[config.mk]
export PLATFORM = sky130hd
export DESIGN_NAME = reaction_timer_core_flat
export DESIGN_NICKNAME = d
export VERILOG_FILES = /design/src/rtl/reaction_timer_core_if.sv /design/src/rtl/reaction_timer_core.sv /design/src/flat_wrapper.sv
export SDC_FILE = /design/constraint.sdc
export NUM_CORES = 1
export LEC_CHECK = 0
export BUFFER_PORTS_ARGS = -buffer_cell sky130_fd_sc_hd__clkbuf_2
export CAP_MARGIN = 15
export CORE_ASPECT_RATIO = 2
export CORE_MARGIN = 5
export CORE_UTILIZATION = 57
export DETAILED_ROUTE_END_ITERATION = 10
export PLACE_DENSITY = 0.84
export SLEW_MARGIN = 10
export SYNTH_ARGS = -nofsm -noshare
export SYNTH_HDL_FRONTEND = slang
export SYNTH_SLANG_ARGS = --single-unit
[constraint.sdc]
create_clock -name clk -period 6.7 [get_ports clk]
set_input_delay 1.34 -clock clk [delete_from_list [all_inputs] [get_ports clk]]
set_output_delay 1.34 -clock clk [all_outputs]
set_load 0.01 [all_outputs]
[src/rtl/reaction_timer_core_if.sv]
// Button-in / score-out bundle between the reaction timer core and its neighbours.
// The core takes the slave view. The bench or host takes the master view.
interface reaction_timer_core_if;
    logic        btn;
    logic        b;
    logic [23:0] C;
    logic        led;
    logic        done;
    logic        foul;

    modport master (
        output btn,
        input  b,
        input  C,
        input  led,
        input  done,
        input  foul
    );

    modport slave (
        input  btn,
        output b,
        output C,
        output led,
        output done,
        output foul
    );
endinterface

[src/rtl/reaction_timer_core.sv]
// Reaction timer measurement stage: a random pre-stimulus wait, then tick counting
// until the response press; drives the score C and the synchronized button b.
module reaction_timer_core #(
    parameter int unsigned TICK_DIV  = 50000,
    parameter int unsigned MIN_DELAY = 1000,
    parameter logic [15:0] RAND_MASK = 16'h0FFF,
    parameter logic [23:0] TIMEOUT   = 24'd9999
) (
    input  logic                 clk,
    input  logic                 rst,
    reaction_timer_core_if.slave bus
);
    localparam int PRESC_W = $clog2(TICK_DIV);
    localparam logic [PRESC_W-1:0] PRESC_LAST = PRESC_W'(TICK_DIV - 1);

    typedef enum logic [2:0] {
        ST_IDLE,
        ST_ARMED,
        ST_TIMING,
        ST_DONE,
        ST_FOUL
    } state_t;

    state_t               state_reg;
    state_t               state_next;
    logic [2:0]           sync_reg;     // [0]=first flop, [1]=b, [2]=b delayed
    logic [15:0]          lfsr_reg;
    logic [PRESC_W-1:0]   presc_reg;
    logic [23:0]          delay_reg;
    logic [23:0]          count_reg;
    logic [23:0]          score_reg;
    logic                 done_reg;

    logic                 press;
    logic                 tick;
    logic                 lfsr_fb;
    logic [23:0]          count_inc;
    logic [23:0]          delay_load;
    logic                 start_trial;
    logic                 arm_expire;
    logic                 time_out;
    logic                 led_level;
    logic                 foul_level;

    assign press      = sync_reg[1] & ~sync_reg[2];
    assign tick       = (presc_reg == PRESC_LAST);
    assign lfsr_fb    = lfsr_reg[15] ^ lfsr_reg[13] ^ lfsr_reg[12] ^ lfsr_reg[10];
    assign count_inc  = count_reg + 24'd1;
    assign delay_load = 24'(MIN_DELAY) + {8'd0, lfsr_reg & RAND_MASK};

    // A press always takes priority over a same-cycle expiry or timeout tick.
    assign start_trial = press & ((state_reg == ST_IDLE) | (state_reg == ST_DONE) |
                                  (state_reg == ST_FOUL));
    assign arm_expire  = (state_reg == ST_ARMED) & ~press & tick & (delay_reg == 24'd1);
    assign time_out    = (state_reg == ST_TIMING) & ~press & tick & (count_inc == TIMEOUT);

    always_ff @(posedge clk) begin
        if (rst) begin
            sync_reg <= 3'b000;
            lfsr_reg <= 16'hACE1;
        end else begin
            sync_reg <= {sync_reg[1:0], bus.btn};
            lfsr_reg <= {lfsr_reg[14:0], lfsr_fb};
        end
    end

    always_ff @(posedge clk) begin
        if (rst) begin
            state_reg <= ST_IDLE;
        end else begin
            state_reg <= state_next;
        end
    end

    always_comb begin
        state_next = state_reg;
        case (state_reg)
            ST_IDLE, ST_DONE, ST_FOUL: begin
                if (press) state_next = ST_ARMED;
            end
            ST_ARMED: begin
                if (press)           state_next = ST_FOUL;
                else if (arm_expire) state_next = ST_TIMING;
            end
            ST_TIMING: begin
                if (press || time_out) state_next = ST_DONE;
            end
            default: state_next = ST_IDLE;
        endcase
    end

    always_comb begin
        led_level  = 1'b0;
        foul_level = 1'b0;
        case (state_reg)
            ST_TIMING: led_level  = 1'b1;
            ST_FOUL:   foul_level = 1'b1;
            default: begin
                led_level  = 1'b0;
                foul_level = 1'b0;
            end
        endcase
    end

    // Prescaler restarts on entry to ARMED and TIMING so every wait/count starts on a full tick.
    always_ff @(posedge clk) begin
        if (rst) begin
            presc_reg <= '0;
            delay_reg <= 24'd0;
            count_reg <= 24'd0;
            score_reg <= 24'd0;
            done_reg  <= 1'b0;
        end else begin
            done_reg <= 1'b0;
            if (tick || start_trial || arm_expire) begin
                presc_reg <= '0;
            end else begin
                presc_reg <= presc_reg + 1'b1;
            end

            case (state_reg)
                ST_IDLE, ST_DONE, ST_FOUL: begin
                    if (press) begin
                        delay_reg <= delay_load;
                        score_reg <= 24'd0;
                    end
                end
                ST_ARMED: begin
                    if (press) begin
                        done_reg <= 1'b1;
                    end else if (tick) begin
                        if (delay_reg == 24'd1) begin
                            count_reg <= 24'd0;
                        end else begin
                            delay_reg <= delay_reg - 24'd1;
                        end
                    end
                end
                ST_TIMING: begin
                    if (press) begin
                        score_reg <= count_reg;
                        done_reg  <= 1'b1;
                    end else if (tick) begin
                        if (count_inc == TIMEOUT) begin
                            score_reg <= TIMEOUT;
                            done_reg  <= 1'b1;
                        end else begin
                            count_reg <= count_inc;
                        end
                    end
                end
                default: begin
                    done_reg <= 1'b0;
                end
            endcase
        end
    end

    assign bus.b    = sync_reg[1];
    assign bus.C    = score_reg;
    assign bus.led  = led_level;
    assign bus.done = done_reg;
    assign bus.foul = foul_level;
endmodule

[src/flat_wrapper.sv]
// flat-port wrapper written by rule: the top's interface ports become plain ports
module reaction_timer_core_flat 
#(
    parameter int unsigned TICK_DIV  = 50000,
    parameter int unsigned MIN_DELAY = 1000,
    parameter logic [15:0] RAND_MASK = 16'h0FFF,
    parameter logic [23:0] TIMEOUT   = 24'd9999
)
  (clk, rst, bus_btn, bus_b, bus_C, bus_led, bus_done, bus_foul);
  reaction_timer_core_if bus_i ();
  input  logic clk;
  input  logic rst;
  input wire logic [$bits(bus_i.btn)-1:0] bus_btn;
  output wire logic [$bits(bus_i.b)-1:0] bus_b;
  output wire logic [$bits(bus_i.C)-1:0] bus_C;
  output wire logic [$bits(bus_i.led)-1:0] bus_led;
  output wire logic [$bits(bus_i.done)-1:0] bus_done;
  output wire logic [$bits(bus_i.foul)-1:0] bus_foul;
  assign bus_i.btn = bus_btn;
  assign bus_b = bus_i.b;
  assign bus_C = bus_i.C;
  assign bus_led = bus_i.led;
  assign bus_done = bus_i.done;
  assign bus_foul = bus_i.foul;
  reaction_timer_core #(.TICK_DIV(TICK_DIV), .MIN_DELAY(MIN_DELAY), .RAND_MASK(RAND_MASK), .TIMEOUT(TIMEOUT)) u_core (.clk(clk), .rst(rst), .bus(bus_i));
endmodule
After elaboration in Yosys (flattened, before gate mapping)
Cells that the tools add are included.

Add/subtract/negate cells: 4. Equal/unequal tests: 19. Multiplexer cells: 29. Bitwise gates (word level): 15. Reductions and logical operators: 13.

Operators by type and width (count): 24-bit two-way mux (14); 24-bit case mux with 2 select lines (3); 24-bit by 1-bit adder with 24-bit output, second input constant (1); 24-bit by 1-bit equality test with 1-bit output, second input constant (1); 24-bit by 14-bit equality test with 1-bit output, second input constant (1); 24-bit by 1-bit subtractor with 24-bit output, second input constant (1); 16-bit by 1-bit adder with 16-bit output, second input constant (1); 16-bit equality test, second input constant (1); 10-bit by 12-bit adder with 13-bit output, first input constant (1); 3-bit two-way mux (4); 2-bit inequality test, second input constant (6); 3-bit case mux with 3 select lines (1); 1-bit bitwise AND (8); 7-bit AND reduction (1); 3-bit by 2-bit equality test with 1-bit output, second input constant (2); 1-bit two-way mux (6); 2-bit by 1-bit inequality test with 1-bit output, second input constant (3); 3-bit by 1-bit inequality test with 1-bit output, second input constant (2); 2-bit nonzero test (3); 5-bit AND reduction (1); 4-bit AND reduction (1); 3-bit by 1-bit equality test with 1-bit output, second input constant (1); 3-bit equality test, second input constant (1); 3-bit zero test (1); 9 further kinds (15).

Flip-flop bits (word level): 111. Bits of input ports: 3. Output and inout port bits: 28. Word-level logic and storage cells: 88.

Depth between registers and ports, before layout
Gate-level depths: netlist (run 1).

Word-level depth: 9. Mapped depth: 11. Depth with buffers taken out: 10.

Least setup slack after synthesis (run 1)
Ideal clock, no wire load.

Kind: register -> register. Start: register u_core.count_reg[1]. End: register u_core.count_reg[19]. Library setup time: 114 ps. Arrival time: 3208 ps. Data required time: 6586 ps. Path slack: 3378 ps. Cell stages (with the launch flop): 11. Buffers on the path: 1. Clock period less this slack: 3322 ps. Cell sequence: dfxtp_1 -> ha_1 -> nand3_1 -> or3_1 -> or4_1 -> mux2i_1 -> or3b_2 -> o31ai_4 -> buf_2 -> a21oi_1 -> a21o_1.

Word-level cells in the longest chain between the ends: 5. Elaborated cells between the ends (all ways): 8. Classes of those cells: 1 x add/sub; 2 x eq/ne; 4 x mux; 1 x reduce/logical.

RTL lines: start: declaration (line reaction_timer_core.sv:30) `logic [23:0] count_reg;`; start signal: assignment (line reaction_timer_core.sv:148) `count_reg <= count_inc;`; 24-bit by 1-bit adder with 24-bit output * (line reaction_timer_core.sv:48) `assign count_inc = count_reg + 24'd1;`; branches (longest 4 deep; another with 24-bit by 14-bit equality test with 1-bit output).

Every way passes the cells marked *. The select of a mux whose other input is x is not followed. A chain may end at the register's enable or synchronous reset.

Final worst setup path (run 1)
Start: register u_core.count_reg[1]. End: register u_core.count_reg[4].

The elaborated chain is that of the path after synthesis.

==> results of run 1 <==
## final cells by class
| type | instances | area, µm² |
|---|---|---|
| clock buffers | 9 | 225.2 |
| clock inverters | 7 | 86.33 |
| fillers | 807 | 3615 |
| inverters | 16 | 60.06 |
| multi-input cells | 492 | 3089 |
| flip-flops and latches | 111 | 2222 |
| well taps | 132 | 165.2 |
| repair buffers | 33 | 172.7 |
## routing by layer
layer  global-route usage [%]  part of all wire [%]  vias up
li1                         -                     -     2360
met1                    23.04                    37     2333
met2                    43.94                    56      139
met3                    2.711                   3.8       43
met4                    10.83                   3.3        0
met5                        0                     0        -
## power breakdown
group	total, mW	internal (mW)	switching, mW
combinational	0.118	0.0432	0.0751
sequential	0.696	0.677	0.0186
clock	0.563	0.299	0.264
total	1.38	1.02	0.358
## layout by cell type (no fill, tap or decap), types with 3 or more instances in the layout
cell type / instances
o21ai_0: 31
o22ai_1: 3
nor2_1: 64
nand2b_1: 12
and2_1: 3
and4_1: 4
or4_1: 9
inv_1: 16
xnor2_1: 27
nand2_1: 43
a211oi_1: 6
dfxtp_1: 111
o21ai_1: 3
or3_1: 7
o2bb2ai_1: 3
nand4_1: 17
ha_1: 6
or2_2: 17
a21oi_1: 47
a21o_1: 17
nor4b_1: 3
nor2b_1: 13
o31ai_1: 3
xor2_1: 18
nor3_1: 18
and3_1: 6
clkbuf_2: 30
clkbuf_16: 9
a22oi_1: 4
a22o_1: 16
buf_4: 3
nor4_1: 15
nand3_1: 35
## metrics by stage
stage	hold WS, ps	std cells	setup slack [ps]	util (%)
after floorplan	389.5	661	3378	-
after global placement	396.2	784	2926	59.25
after detailed placement	395.1	784	2848	59.25
after CTS	413.7	800	2789	62.49
after global routing	449.1	800	2546	62.49
final	411.7	800	2799	62.49
## worst max path at each step
stage / from / to / slack (ps) / cells past startpoint
floorplan: u_core.count_reg[1] / u_core.count_reg[19] / 3380 / 10
finish: u_core.count_reg[1] / u_core.count_reg[4] / 2800 / 9
CTS: u_core.count_reg[1] / u_core.count_reg[4] / 2790 / 9
global placement: u_core.count_reg[1] / u_core.count_reg[4] / 2930 / 9
detailed placement: u_core.count_reg[1] / u_core.count_reg[4] / 2850 / 9
global route: u_core.count_reg[1] / u_core.count_reg[4] / 2550 / 9
## cell families after synthesis
kind of cell / synth area share (%)
compound gates: 18.36
xor+xnor: 7.080
fa+ha+maj: 1.349
buf+inv: 4.675
flops: 39.92
mux: 0.5619
simple gates: 28.05
==> results.py, run 1 <==
metrics = {
    "outcome": {
        "outcome": "complete, no violations",
    },
    "worst_setup_path": {
        "ff2ff_setup_slack_ps": 2800,
        "reg_to_reg_critical_path_startpoint": "u_core.count_reg[1]",
        "critPathTopFamily": "simple AND/OR/NAND/NOR gates",
        "arrival_worst_endpoint_ps": 4200,
        "critical-path-slowest-cell": "and2b_1",
        "critical_path.startpoint_type": "register",
        "timing.critical_path.cells": "ha_1, nand4_1, or4_1, o21ai_0, and2_1, or4b_1, o41ai_4, and2b_1, o22a_1",
        "timing.critical_path.fanout_max": 21,
        "r2r-end": "u_core.count_reg[4]",
        "worstSetupEndpointType": "register",
        "critPathRequiredTime_ps": 7000,
        "critical_path_buf_inv_count": 0,
        "number_of_cell_instances_on_the_worst_register_to_register_path": 9,
        "cp_max_stage_delay_ps": 690,
        "worst-setup-path-type": "register to register",
    },
    "sta": {
        "hold_violations": 0,
        "final.setup.tns_ps": 0,
        "worst_clock_skew_ps": 7.989,
        "rsz0062_at_grt": "no",
        "setup_viol": 0,
        "pin_slew_with_the_least_headroom_to_its_limit_ps": 1019,
        "finalMaxSlewViolations": 0,
        "layout_min_cycle_time_ps": 3901,
        "maxSlewHeadroom_pct": 31.70,
        "timing.fmax_mhz": 256.3,
        "layout_worst_path_cycle_share_pct": 58.23,
    },
    "floorplanning": {
        "horizontal_die_dimension_um": 79.88,
        "die_h_um": 149.8,
        "pin_count": 31,
        "rows": 51,
        "core_um2": 9635,
        "floorplan.initialDensity_pct": 57.77,
        "die-area_um2": 11960,
    },
    "min_path": {
        "whs_endpoint": "u_core.lfsr_reg[15]",
        "min-delay-path-class": "register to register",
        "hold_sp": "u_core.lfsr_reg[14]",
        "hold_depth": 1,
    },
    "routing": {
        "initialDrtViolationCount": 211,
        "detail-route-antenna-nets": 0,
        "detailedRoute.firstPassIterationCount": 5,
        "routed_wire_length_per_instance_um": 16.42,
        "drt-total-wl_um": 13140,
        "detail_route.drc_violations": 0,
        "num_vias": 4875,
        "via_density": 6.094,
    },
    "logic_synthesis": {
        "synth.ff_latch_count": 111,
        "ys.flop_type": "dfxtp_1",
        "ys_types": 67,
        "synth.net_count": 670,
        "netlist_top_cells_area": "dfxtp_1 40%, nor2_1 4.3%, xnor2_1 4.2%, a21oi_1 4.2%, nand3_1 3.1%",
        "synth_warnings": 0,
        "synthesis.instances": 661,
        "seq_area_frac_synth_pct": 39.92,
        "postSynth.asyncResetShare_pct": 0,
        "yosysTopAreaCellShare_pct": 39.92,
        "synth.avg_cell_area_um2": 8.421,
        "synthDominantAreaCellType": "dfxtp_1",
        "synth_edf_count": 0,
        "synth_most_common_cell": "dfxtp_1",
        "synthTopCellsByCount": "111 x dfxtp_1, 64 x nor2_1, 47 x a21oi_1, 43 x nand2_1, 35 x nand3_1",
        "cell_area_after_synthesis_um2": 5567,
    },
    "power": {
        "finalPower_mw": 1.377,
        "p_leak_nw": 2.240,
        "worst_ir_drop_vdd_mv": 0.1429,
        "power_density_nw_per_um2": 228.7,
    },
    "flow_run": {
        "timing.max_cap.violations": 0,
    },
    "cts": {
        "tritoncts": "built",
        "htree_levels": 3,
        "cts_buffer_depth": 2,
        "postCtsSetupBuffers": 0,
        "clock_sinks": 111,
        "clk_latency_ps": 350,
        "post_cts_resized": 0,
        "cts.reportedPaths.clkPinSlew_ps": 80,
        "cts-root-buf": "clkbuf_16",
        "postCtsHoldBufs": 0,
        "tritoncts.num_buffers": 9,
    },
    "grt": {
        "grt_start_max_net_pins": 53,
        "first_global_vias": 4710,
        "gr-usage-all-layers_pct": 22.68,
        "number_of_antenna_violations_at_the_first_check_in_global_routing": 0,
        "globalRouteOverflowTotal": 0,
        "grt_pass1_wl_um": 21900,
    },
    "place": {
        "placement.cell_area_um2": 5709,
        "placement.io_buffers": 30,
        "gp_congestion": 1.002,
        "detailedPlacementHpwl_um": 9439,
    },
    "layout": {
        "drive_gt1_share_pct": 11.83,
        "post-route-cell-area_um2": 6021,
        "finalNetCount": 672,
        "areaGrowthSynthToFinish_pct": 8.159,
        "antenna_cells_inserted": 0,
    },
}
Note: power is estimated with default switching activity, not from simulation.
==> inputs of run 2 (changes only) <==
- clock period: 6.7 -> 3.73 ns (I/O delays scaled with it)
==> run 2 against run 1 <==
  * Critical path type unchanged
  * Count of clock-buffer cells in the layout unchanged
  * Largest cell class unchanged
  * Register-to-register slack worse by 2700 ps
  * Routed wire length up 1.9%
  * Clock power up 66%
  * First-iteration DRC count up 33%
  * Critical endpoint is now u_core.count_reg[1]
  * Critical path depth unchanged
  * Worst setup slack worse by 2700 ps
  * Global-route usage up 0.72 points
  * Sequential power up 80%
  * Die area unchanged
  * Cell count up 2.0%
==> results.py, run 2 (same netlist as run 1, synthesis figures left out) <==
metrics = {
    "sta": {
        "timing.fmax_mhz": 277.5,
        "rsz0062_at_grt": "no",
        "hold_violations": 0,
        "setup_viol": 0,
        "worst_hold_margin_ps": 428.4,
        "layout_min_cycle_time_ps": 3604,
        "final.setup.tns_ps": 0,
        "maxSlewHeadroom_pct": 29.42,
        "pin_slew_with_the_least_headroom_to_its_limit_ps": 1053,
        "finalMaxSlewViolations": 0,
        "layout_worst_path_cycle_share_pct": 96.62,
        "worst_clock_skew_ps": 10.20,
        "worst_slack_ps": 126.1,
    },
    "floorplanning": {
        "floorplan.initialDensity_pct": 57.77,
        "core_um2": 9635,
        "rows": 51,
        "die_h_um": 149.8,
        "horizontal_die_dimension_um": 79.88,
        "pin_count": 31,
        "die-area_um2": 11960,
    },
    "grt": {
        "gr-usage-met1_pct": 23.46,
        "globalRouteOverflowTotal": 0,
        "grt_start_max_net_pins": 38,
        "gr-usage-all-layers_pct": 23.40,
        "grtUsageMet2_pct": 44.23,
        "grt_pass1_wl_um": 22580,
        "number_of_antenna_violations_at_the_first_check_in_global_routing": 0,
        "first_global_vias": 4894,
        "grt_util_met3_pct": 3.976,
        "grt-busiest-layer": "met2",
    },
    "flow_run": {
        "timing.max_cap.violations": 0,
    },
    "worst_setup_path": {
        "critical-path-slowest-cell": "or4b_1",
        "cp_max_stage_delay_ps": 630,
        "critPathTopFamily": "simple AND/OR/NAND/NOR gates",
        "arrival_worst_endpoint_ps": 3880,
        "critical_path.startpoint_type": "register",
        "timing.critical_path.cells": "nand4_1, or4_1, o21ai_0, and2_1, or4b_1, o41ai_4, and2b_1, buf_4, o2bb2ai_1",
        "timing.critical_path.fanout_max": 21,
        "critical_path_buf_inv_count": 1,
        "worst-setup-path-type": "register to register",
        "worstSetupEndpointType": "register",
        "critPathRequiredTime_ps": 4000,
    },
    "routing": {
        "detail_route.drc_violations": 0,
        "drt-total-wl_um": 13390,
        "initialDrtViolationCount": 280,
        "via_density": 6.085,
        "detailedRoute.firstPassIterationCount": 6,
        "detail-route-antenna-nets": 0,
        "num_vias": 4965,
        "routed_wire_length_per_instance_um": 16.41,
    },
    "cts": {
        "tritoncts": "built",
        "postCtsSetupBuffers": 0,
        "clock_sinks": 111,
        "postCtsHoldBufs": 0,
        "cts.reportedPaths.clkPinSlew_ps": 80,
        "cts-root-buf": "clkbuf_16",
        "clk_latency_ps": 350,
        "htree_levels": 3,
        "cts_buffer_depth": 2,
        "tritoncts.num_buffers": 9,
    },
    "layout": {
        "areaGrowthSynthToFinish_pct": 9.867,
        "finalNetCount": 688,
        "final_cell_mix": "110 x dfxtp_1, 64 x nor2_1, 47 x a21oi_1",
        "finalCoreUtilization_pct": 63.47,
        "post-route-cell-area_um2": 6116,
        "drive_gt1_share_pct": 14.04,
        "most_common_cell_after_layout_fill_and_taps_aside": "dfxtp_1",
        "antenna_cells_inserted": 0,
    },
    "place": {
        "detailedPlace.worstSlack_ps": 156.3,
        "placement.io_buffers": 30,
        "placement.cell_area_um2": 5829,
        "gp_congestion": 1.010,
        "detailedPlacementHpwl_um": 9767,
    },
    "power": {
        "power_density_nw_per_um2": 392.7,
        "p_leak_nw": 2.311,
        "worst_ir_drop_vdd_mv": 0.3067,
    },
    "min_path": {
        "min-delay-path-class": "register to register",
    },
    "outcome": {
        "outcome": "complete, no violations",
    },
}
[run 2: cell types whose count changed in the layout (fill, tap and decap cells not counted), sizes merged]
cell,change
clkinv,+1
inv,+1
clkinvlp,-1
bufinv,-1
buf,+16
[run 2: worst paths after layout]
path              slack, ps  cells after the start             endpoint                start
setup reg to reg        130                      9  u_core.count_reg[1]  u_core.count_reg[8]
setup / recovery        130                      9  u_core.count_reg[1]  u_core.count_reg[8]
hold / removal          430                      1  u_core.lfsr_reg[15]  u_core.lfsr_reg[14]
hold reg to reg         430                      1  u_core.lfsr_reg[15]  u_core.lfsr_reg[14]
[run 2: power breakdown]
| group | switching, mW | leakage [nW] | internal (mW) |
|---|---|---|---|
| sequential | 0.0336 | 0.902 | 1.22 |
| clock | 0.469 | 0.143 | 0.468 |
| combinational | 0.136 | 1.27 | 0.0791 |
| total | 0.638 | 2.31 | 1.76 |
[run 2: layer usage]
| layer | part of all wire, % | routed length, µm | vias to the layer above |
|---|---|---|---|
| met5 | 0 | 0 | - |
| met4 | 4.3 | 570 | 0 |
| met3 | 4.5 | 606 | 50 |
| met2 | 55 | 7365 | 160 |
| met1 | 36 | 4849 | 2362 |
| li1 | - | - | 2393 |
[run 2: area by class of cell]
type / instances / area [µm²]
clock buffers: 9 / 225.2
clock inverters: 7 / 60.06
fillers: 809 / 3520
inverters: 16 / 60.06
multi-input cells: 492 / 3089
flip-flops and latches: 111 / 2223
well taps: 132 / 165.2
repair buffers: 49 / 292.8
[run 2: timing repair]
item	CTS	global route
setup endpoints to repair	0	9
gates resized for setup	0	1
endpoints found under the hold margin	0	0
[run 2: stage by stage]
step | cells | total power [mW]
floorplan | 661 | 1.439
global placement | 800 | 1.478
detailed placement | 800 | 1.488
CTS | 816 | 2.407
global route | 816 | 2.490
finish | 816 | 2.402
==> inputs of run 3 (changes only) <==
- CELL_PAD_IN_SITES_DETAIL_PLACEMENT: default -> 2
- CELL_PAD_IN_SITES_GLOBAL_PLACEMENT: default -> 2
- CORE_UTILIZATION: 57 -> 37
- PLACE_DENSITY: 0.84 -> 0.88
==> run 3 against run 2 <==
  * Cell count increased by 9.4%
  * Maximum frequency rose by 1.0%
  * Combinational power up 10%
  * Critical path type unchanged
  * Largest cell class unchanged
==> results.py, run 3 (same netlist as run 1, synthesis figures left out) <==
metrics = {
    "power": {
        "finalPower_mw": 2.467,
        "combPwrFrac_pct": 9.6,
        "worst_ir_drop_vdd_mv": 0.2032,
        "net_switching_power_mw": 0.6721,
        "p_seq_share_pct": 50.7,
        "internal_power_mw": 1.795,
        "p_leak_nw": 2.388,
        "power_density_nw_per_um2": 389.3,
        "p_sw_share_pct": 27.24,
        "power.clock.fraction_pct": 39.7,
    },
    "sta": {
        "rsz0062_at_grt": "no",
        "timing.fmax_mhz": 280.3,
        "layout_min_cycle_time_ps": 3567,
        "maxSlewHeadroom_pct": 46.10,
        "pin_slew_with_the_least_headroom_to_its_limit_ps": 797.2,
        "setup_viol": 0,
        "worst_clock_skew_ps": 10.57,
        "finalMaxSlewViolations": 0,
        "layout_worst_path_cycle_share_pct": 95.63,
        "final.setup.tns_ps": 0,
        "hold_violations": 0,
    },
    "worst_setup_path": {
        "worst-setup-path-type": "register to register",
        "critical-path-slowest-cell": "or4_4",
        "number_of_cell_instances_on_the_worst_register_to_register_path": 9,
        "worstSetupEndpointType": "register",
        "critPathRequiredTime_ps": 4030,
        "timing.critical_path.cells": "nand4_4, or4_4, o21ai_0, and4_1, nand4_1, nor4_4, buf_4, o21ai_0, a21oi_1",
        "cpMostUsedCell": "o21ai_0",
        "timing.critical_path.fanout_max": 10,
        "arrival_worst_endpoint_ps": 3860,
        "critical_path.startpoint_type": "register",
        "cp_max_stage_delay_ps": 580,
    },
    "floorplanning": {
        "core_um2": 14820,
        "floorplan.initialDensity_pct": 37.56,
        "die-area_um2": 17750,
        "rows": 63,
        "pin_count": 31,
        "horizontal_die_dimension_um": 96.73,
        "die_h_um": 183.5,
    },
    "min_path": {
        "min-delay-path-class": "register to register",
        "hold_depth": 1,
    },
    "layout": {
        "antenna_cells_inserted": 0,
        "post-route-cell-area_um2": 6337,
        "most_common_cell_after_layout_fill_and_taps_aside": "dfxtp_1",
        "areaGrowthSynthToFinish_pct": 13.85,
        "final_cell_mix": "111 x dfxtp_1, 64 x nor2_1, 47 x a21oi_1",
        "finalNetCount": 702,
        "drive_gt1_share_pct": 16.19,
    },
    "outcome": {
        "outcome": "complete, no violations",
    },
    "cts": {
        "clock_sinks": 111,
        "cts-root-buf": "clkbuf_16",
        "tritoncts": "built",
        "clk_latency_ps": 370,
        "tritoncts.num_buffers": 9,
        "cts.reportedPaths.clkPinSlew_ps": 80,
        "htree_levels": 3,
        "cts_buffer_depth": 2,
    },
    "routing": {
        "detail-route-antenna-nets": 0,
        "drt-total-wl_um": 20090,
        "initialDrtViolationCount": 184,
        "detail_route.drc_violations": 0,
        "num_vias": 5265,
        "via_density": 5.896,
        "detailedRoute.firstPassIterationCount": 4,
        "routed_wire_length_per_instance_um": 22.49,
    },
    "grt": {
        "grt_pass1_wl_um": 31980,
        "gr-usage-all-layers_pct": 22.49,
        "grt_start_max_net_pins": 39,
        "globalRouteOverflowTotal": 0,
        "number_of_antenna_violations_at_the_first_check_in_global_routing": 0,
        "first_global_vias": 6054,
    },
    "place": {
        "gp_congestion": 0.8546,
        "detailedPlacementHpwl_um": 14290,
        "placement.cell_area_um2": 5988,
        "placement.io_buffers": 30,
    },
    "flow_run": {
        "timing.max_cap.violations": 0,
    },
}
[run 3: power groups by stage]
stage	registers [mW]	clock network, mW	logic [mW]
after CTS	1.25	0.999	0.240
after detailed placement	1.28	0	0.232
after global routing	1.26	1.05	0.263
final	1.25	0.978	0.237
after global placement	1.28	0	0.216
after floorplan	1.27	0	0.174
[run 3: worst max-delay path: cells and delay by family (launching register included)]
kind	cells	cell delay, ps
AND/OR/NAND/NOR	5	1910
AO/OA/AOI/OAI	3	790
buffers and inverters	1	230
flip-flops	1	550
[run 3: what timing repair did]
action | 4_1_cts | 5_1_grt
buffers inserted | 0 | 5
endpoints found under the setup margin | 0 | 22
gates resized for setup | 0 | 4
hold buffers | 0 | 0
[run 3: cell type report]
cell class	count	area [µm²]
clock buffers	11	252.7
flip-flops and latches	111	2222
clock inverters	5	40.04
inverters	16	60.06
fillers	1743	8482
repair buffers	63	410.4
well taps	195	244.0
multi-input cells	492	3108
[run 3: path summary, 6_finish.rpt]
kind | startpoint | endpoint | slack (ps)
setup / recovery | u_core.count_reg[2] | u_core.bus.C[8] | 160
hold / removal | u_core.lfsr_reg[14] | u_core.lfsr_reg[15] | 430
setup reg to reg | u_core.count_reg[2] | u_core.bus.C[8] | 160
hold reg to reg | u_core.lfsr_reg[14] | u_core.lfsr_reg[15] | 430
[run 3: per-stage QoR]
stage	hold slack [ps]	instances	setup WS (ps)	util, %
2_1_floorplan	389.5	661	408.2	-
3_3_place_gp	395.4	872	374.1	40.41
3_5_place_dp	403.5	872	171.4	40.41
4_1_cts	434.1	888	38.02	42.38
5_1_grt	447.2	893	43.14	42.76
6_report	433.1	893	162.9	42.76
[run 3: per-layer routing]
metal,track usage (%),share of wire (%),wire (µm)
met1,19.54,34,6757
met2,46.65,58,11700
met3,2.621,2.0,405
met4,14.45,6.1,1224
met5,0,0,0
